$ cat config.mk
export PLATFORM = sky130hd
export DESIGN_NAME = i2c_req_arbiter
export DESIGN_NICKNAME = d
export VERILOG_FILES = /design/src/rtl/i2c_req_arbiter.sv
export SDC_FILE = /design/constraint.sdc
export NUM_CORES = 1
export LEC_CHECK = 0
export ABC_CLOCK_PERIOD_IN_PS = 4070
export BUFFER_PORTS_ARGS = -buffer_cell sky130_fd_sc_hd__buf_2
export CORE_ASPECT_RATIO = 0.75
export CORE_MARGIN = 2
export CORE_UTILIZATION = 24
export CTS_CLUSTER_DIAMETER = 120
export DETAILED_ROUTE_END_ITERATION = 8
export PLACE_DENSITY = 0.51
export RECOVER_POWER = 25
export SLEW_MARGIN = 20
export SYNTH_ARGS = -nofsm -noshare
export SYNTH_HDL_FRONTEND = slang
export SYNTH_SLANG_ARGS = --single-unit
$ cat constraint.sdc
create_clock -name clk_i -period 4.07 [get_ports clk_i]
set_input_delay 0.814 -clock clk_i [delete_from_list [all_inputs] [get_ports clk_i]]
set_output_delay 0.814 -clock clk_i [all_outputs]
set_load 0.02 [all_outputs]
$ cat src/rtl/i2c_req_arbiter.sv
// rtl/i2c_req_arbiter.sv - round-robin arbiter/sequencer sharing one i2c_master_2 among NUM_REQ requesters
module i2c_req_arbiter #(
    parameter int NUM_REQ       = 4,
    parameter int DATA_WIDTH    = 8,
    parameter int START_TIMEOUT = 1000,
    parameter int BUSY_TIMEOUT  = 200000
) (
    input  logic                          clk_i,
    input  logic                          rstn_i,
    input  logic [NUM_REQ-1:0]            req_i,
    input  logic [NUM_REQ-1:0]            req_write_i,
    input  logic [NUM_REQ*DATA_WIDTH-1:0] req_target_i,
    input  logic [NUM_REQ*DATA_WIDTH-1:0] req_addr_i,
    input  logic [NUM_REQ*DATA_WIDTH-1:0] req_data_i,
    output logic [NUM_REQ-1:0]            gnt_o,
    output logic [NUM_REQ-1:0]            rsp_valid_o,
    output logic [DATA_WIDTH-1:0]         rsp_rdata_o,
    output logic                          rsp_err_o,
    output logic                          m_start_o,
    output logic                          m_write_o,
    output logic [DATA_WIDTH-1:0]         m_target_o,
    output logic [DATA_WIDTH-1:0]         m_addr_o,
    output logic [DATA_WIDTH-1:0]         m_data_o,
    input  logic [DATA_WIDTH-1:0]         m_rdata_i,
    input  logic                          m_busy_i,
    input  logic                          m_err_i
);
    localparam int IW    = (NUM_REQ > 1) ? $clog2(NUM_REQ) : 1;
    localparam int T_MAX = (START_TIMEOUT > BUSY_TIMEOUT) ? START_TIMEOUT : BUSY_TIMEOUT;
    localparam int TW    = $clog2(T_MAX + 1);
    localparam logic [NUM_REQ-1:0] ONE_HOT0 = {{(NUM_REQ-1){1'b0}}, 1'b1};

    typedef enum logic [2:0] {
        S_IDLE,
        S_ISSUE,
        S_BUSY,
        S_DRAIN,
        S_RESP
    } state_t;

    state_t                  state_q, state_d;
    logic [IW-1:0]           last_gnt_q, last_gnt_d;
    logic [TW-1:0]           timer_q, timer_d;
    logic [NUM_REQ-1:0]      gnt_d, rsp_valid_d;
    logic [DATA_WIDTH-1:0]   rsp_rdata_d;
    logic                    rsp_err_d;
    logic                    m_start_d, m_write_d;
    logic [DATA_WIDTH-1:0]   m_target_d, m_addr_d, m_data_d;

    logic [IW-1:0]           pick;
    logic [IW-1:0]           idx_w;
    logic                    found;
    int                      arb_idx;

    // Search starts one past the last winner so simultaneous requests rotate.
    always_comb begin
        pick    = last_gnt_q;
        found   = 1'b0;
        arb_idx = 0;
        idx_w   = '0;
        for (int i = 1; i <= NUM_REQ; i++) begin
            arb_idx = (int'(last_gnt_q) + i) % NUM_REQ;
            idx_w   = IW'(arb_idx);
            if (!found && req_i[idx_w]) begin
                found = 1'b1;
                pick  = idx_w;
            end
        end
    end

    always_comb begin
        state_d     = state_q;
        last_gnt_d  = last_gnt_q;
        timer_d     = timer_q;
        gnt_d       = gnt_o;
        rsp_valid_d = '0;
        rsp_rdata_d = rsp_rdata_o;
        rsp_err_d   = rsp_err_o;
        m_start_d   = m_start_o;
        m_write_d   = m_write_o;
        m_target_d  = m_target_o;
        m_addr_d    = m_addr_o;
        m_data_d    = m_data_o;

        unique case (state_q)
            S_IDLE: begin
                timer_d = '0;
                if (found) begin
                    gnt_d      = ONE_HOT0 << pick;
                    last_gnt_d = pick;
                    m_write_d  = req_write_i[pick];
                    m_target_d = req_target_i[pick*DATA_WIDTH +: DATA_WIDTH];
                    m_addr_d   = req_addr_i[pick*DATA_WIDTH +: DATA_WIDTH];
                    m_data_d   = req_data_i[pick*DATA_WIDTH +: DATA_WIDTH];
                    m_start_d  = 1'b1;
                    state_d    = S_ISSUE;
                end
            end

            S_ISSUE: begin
                if (m_busy_i) begin
                    m_start_d = 1'b0;
                    timer_d   = '0;
                    state_d   = S_BUSY;
                end else if (timer_q == TW'(START_TIMEOUT - 1)) begin
                    m_start_d   = 1'b0;
                    rsp_valid_d = gnt_o;
                    rsp_err_d   = 1'b1;
                    rsp_rdata_d = '0;
                    state_d     = S_RESP;
                end else begin
                    timer_d = timer_q + TW'(1);
                end
            end

            S_BUSY: begin
                if (!m_busy_i) begin
                    rsp_valid_d = gnt_o;
                    rsp_err_d   = m_err_i;
                    rsp_rdata_d = (m_write_o || m_err_i) ? '0 : m_rdata_i;
                    state_d     = S_RESP;
                end else if (timer_q == TW'(BUSY_TIMEOUT - 1)) begin
                    state_d = S_DRAIN;
                end else begin
                    timer_d = timer_q + TW'(1);
                end
            end

            // A hung master must finish before the bus is handed on; the error is already decided.
            S_DRAIN: begin
                if (!m_busy_i) begin
                    rsp_valid_d = gnt_o;
                    rsp_err_d   = 1'b1;
                    rsp_rdata_d = '0;
                    state_d     = S_RESP;
                end
            end

            S_RESP: begin
                gnt_d   = '0;
                timer_d = '0;
                state_d = S_IDLE;
            end

            default: begin
                gnt_d     = '0;
                m_start_d = 1'b0;
                state_d   = S_IDLE;
            end
        endcase
    end

    always_ff @(posedge clk_i or negedge rstn_i) begin
        if (!rstn_i) begin
            state_q     <= S_IDLE;
            last_gnt_q  <= IW'(NUM_REQ - 1);
            timer_q     <= '0;
            gnt_o       <= '0;
            rsp_valid_o <= '0;
            rsp_rdata_o <= '0;
            rsp_err_o   <= 1'b0;
            m_start_o   <= 1'b0;
            m_write_o   <= 1'b0;
            m_target_o  <= '0;
            m_addr_o    <= '0;
            m_data_o    <= '0;
        end else begin
            state_q     <= state_d;
            last_gnt_q  <= last_gnt_d;
            timer_q     <= timer_d;
            gnt_o       <= gnt_d;
            rsp_valid_o <= rsp_valid_d;
            rsp_rdata_o <= rsp_rdata_d;
            rsp_err_o   <= rsp_err_d;
            m_start_o   <= m_start_d;
            m_write_o   <= m_write_d;
            m_target_o  <= m_target_d;
            m_addr_o    <= m_addr_d;
            m_data_o    <= m_data_d;
        end
    end

endmodule
==> metrics.cfg <==
[setup_path]
path_cells=clkbuf_1 > clkbuf_2
crit_required_ns=4.39
crit_family=buffers and inverters
end_kind=asynchronous set/reset pin
worst_path_max_delay_cell=clkbuf_1
criticalPathCategory=in -> async
arrival_ns=2.92
cp_max_fo=39
critPathBufInv=2
cp-start-kind=input port
max_stage_delay_ns=1.13

[floorplanning]
initial_utilization_pct=24.7
die-area_um2=17700
ioPinCount=159
core-area_um2=16200
chipWidth_um=153
rows=40
fp.dieH_um=116

[route]
drt_pass1_iterations=4
wl_per_cell_um=15.8
remaining_drc_errors=0
drtAntennaViolNets=0
route.vias.total=3627
drt_iter0_drc=140
drt-vias-per-instance=4.78
drt_wl_total_um=12000

[clocking]
cts.sinks=66
tritoncts=done
cts_root_buffer=clkbuf_16
cts_resized=0
post_cts.repair.setup_buffers=0
numCtsBuffers=9
cts_max_level=3
hold_buffers=0
clockBufferDepth=2
clock_latency_ns=0.34
path_clk_slew_ns=0.06

[grt]
grt_pass1_wl_um=18600
overflow=0
track_usage_pct=13.3
grt_pass1_vias=3669
grt_max_degree=40
antenna_found_initial=0

[sta]
fin_crit_ns=2.60
final.setup.tns_ns=0
finalCritPeriodShare_pct=63.8
finalSetupViolations=0
worst_pin_slew_ns=1.60
maxSlewViolCount=29
max_freq_mhz=385
timing.max_slew.rel_slack_pct=-6.77
worst_hold_slack_ns=0.477
clock_skew_ns=0.00676
rsz0062_at_grt=no
final_hold_viol_count=0

[synth]
yosysSeqAreaShare_pct=41.4
ys_types=64
synth-main-ff-cell=dfrtp_1
ys_ff_latch=66
synth_enable_flop_cells=0
ys_top_cells_by_area=dfrtp_1, mux2i_1, o221ai_2
syn_nets=509
synth_top_area_share_pct=40.1
synth_area_um2=3990
syn_area_per_cell_um2=10.2
synth-async-reset-ratio_pct=100
synthDominantAreaCellType=dfrtp_1
ys_warn_count=0
syn-instance-count=392

[pwr]
powerDensity_nw_per_um2=662
p_leak_nw=2.56
ir_drop_uv=242

[flow_run]
max_cap_viol_count=1

[status]
run_status=complete, but fails checks
violations=max-capacitance violations, max-slew violations

[layout]
antenna_cells=0
final_nets=661
nFillCells=1680
drive_gt1_share_pct=39.9
syn_to_final_growth_pct=32.1

[placement]
dp_hpwl_um=9280
gp_congestion=0.813
portBuffers=158

[hold_path]
hp-class=reg -> reg

==> synthesized netlist by cell type (2+ instances only) <==
cell	n
dfstp_2	2
nand3_1	20
nor3_1	7
nor3b_1	3
inv_1	15
nor4_4	2
mux2i_1	55
a41o_1	2
nand4_1	8
a31oi_1	3
nand2b_1	4
o21ai_1	3
a21o_1	3
o21ai_0	20
o221ai_2	18
o221ai_1	7
and2_1	4
a21oi_1	10
dfrtp_1	64
buf_6	4
nor2b_1	2
or3_1	4
nand2_1	49
nor4_1	4
clkbuf_1	3
clkbuf_8	3
or4_1	3
buf_2	14
nor2_1	19
a31o_2	2
nand3b_1	2
==> layout make-up <==
cell class	count	area [um2]	share of cell area (%)
flip-flops and latches	66	1650	31.4
clock inverters	7	93.8	1.78
repair buffers	167	862	16.3
clock buffers	9	225	4.27
well taps	210	263	4.98
multi-input cells	285	2120	40.2
inverters	15	56.3	1.07
==> flip-flops by register name, indices dropped and copies added, names as in the netlist <==
signal	flops
last_gnt_q	2
rsp_valid_o	4
rsp_err_o	1
m_start_o	1
m_addr_o	8
m_write_o	1
m_target_o	8
timer_q	18
m_data_o	8
rsp_rdata_o	8
state_q	3
gnt_o	4
==> worst paths after layout <==
kind,endpoint,cells past startpoint,slack (ns),start
worst max-delay path,m_addr_o[4]$_DFFE_PN0P_,2,1.47,rstn_i
worst min-delay path,m_target_o[6]$_DFFE_PN0P_,2,0.48,m_target_o[6]$_DFFE_PN0P_
worst max register to register,timer_q[0]$_DFFE_PN0P_,5,1.61,state_q[0]$_DFFE_PN0P_
worst min register to register,m_target_o[6]$_DFFE_PN0P_,2,0.48,m_target_o[6]$_DFFE_PN0P_
max in group clk_i,timer_q[0]$_DFFE_PN0P_,5,1.61,state_q[0]$_DFFE_PN0P_
min in group asynchronous,rsp_valid_o[3]$_DFF_PN0_,1,0.87,rstn_i
==> metal layers <==
layer / wire length, um / vias up / part of all wire (%) / track usage [%]
li1: - / 1762 / - / -
met1: 5550 / 1757 / 46 / 17.6
met2: 5570 / 92 / 46 / 20.3
met3: 644 / 16 / 5.4 / 4.30
met4: 238 / 0 / 2.0 / 5.56
met5: 0 / - / 0 / 0
==> through the flow <==
step | total power, mW | worst slack [ns] | cells | instance area, um2 | util, %
3_5_place_dp | 2.70 | 1.33 | 743 | 4960 | 30.7
2_1_floorplan | 2.20 | 1.70 | 392 | 3990 | -
5_1_grt | 3.74 | 0.919 | 759 | 5280 | 32.6
4_1_cts | 3.54 | 1.63 | 759 | 5280 | 32.7
3_3_place_gp | 2.66 | 1.40 | 743 | 4960 | 30.7
6_report | 3.49 | 1.47 | 759 | 5280 | 32.6
==> placed cells by master, fill, tap and decap left out, drive strengths merged, types with 3 or more instances in the layout <==
cell type  instances
a21o               4
clkbuf            15
nand2b             4
mux2i             55
nand4              8
nor3b              3
nor3               8
a21oi             11
nor4               6
o221ai            25
nor2              19
a41o               3
clkinv             3
or3                4
nand3             21
a31oi              5
or4                3
dfrtp             64
and2               4
buf              161
nand2             49
inv               15
o21ai             23
==> cells by family (layout without fill, tap and decap cells) <==
group	after synthesis	in the layout	share of synthesized area [%]
multiplexers	56	56	14.1
flip-flops	66	66	41.4
adder cells (fa/ha/maj)	2	2	0.658
buffers and inverters	41	198	6.01
AND/OR/NAND/NOR	144	144	19.6
AO/OA/AOI/OAI	83	83	18.2
==> power by group <==
| group | internal [mW] | switching, mW | total (mW) |
|---|---|---|---|
| clock network | 0.534 | 0.299 | 0.833 |
| registers | 0.858 | 0.169 | 1.03 |
| logic | 0.656 | 0.977 | 1.63 |
| total | 2.05 | 1.44 | 3.49 |
Note: power is estimated with default switching activity, not from simulation.
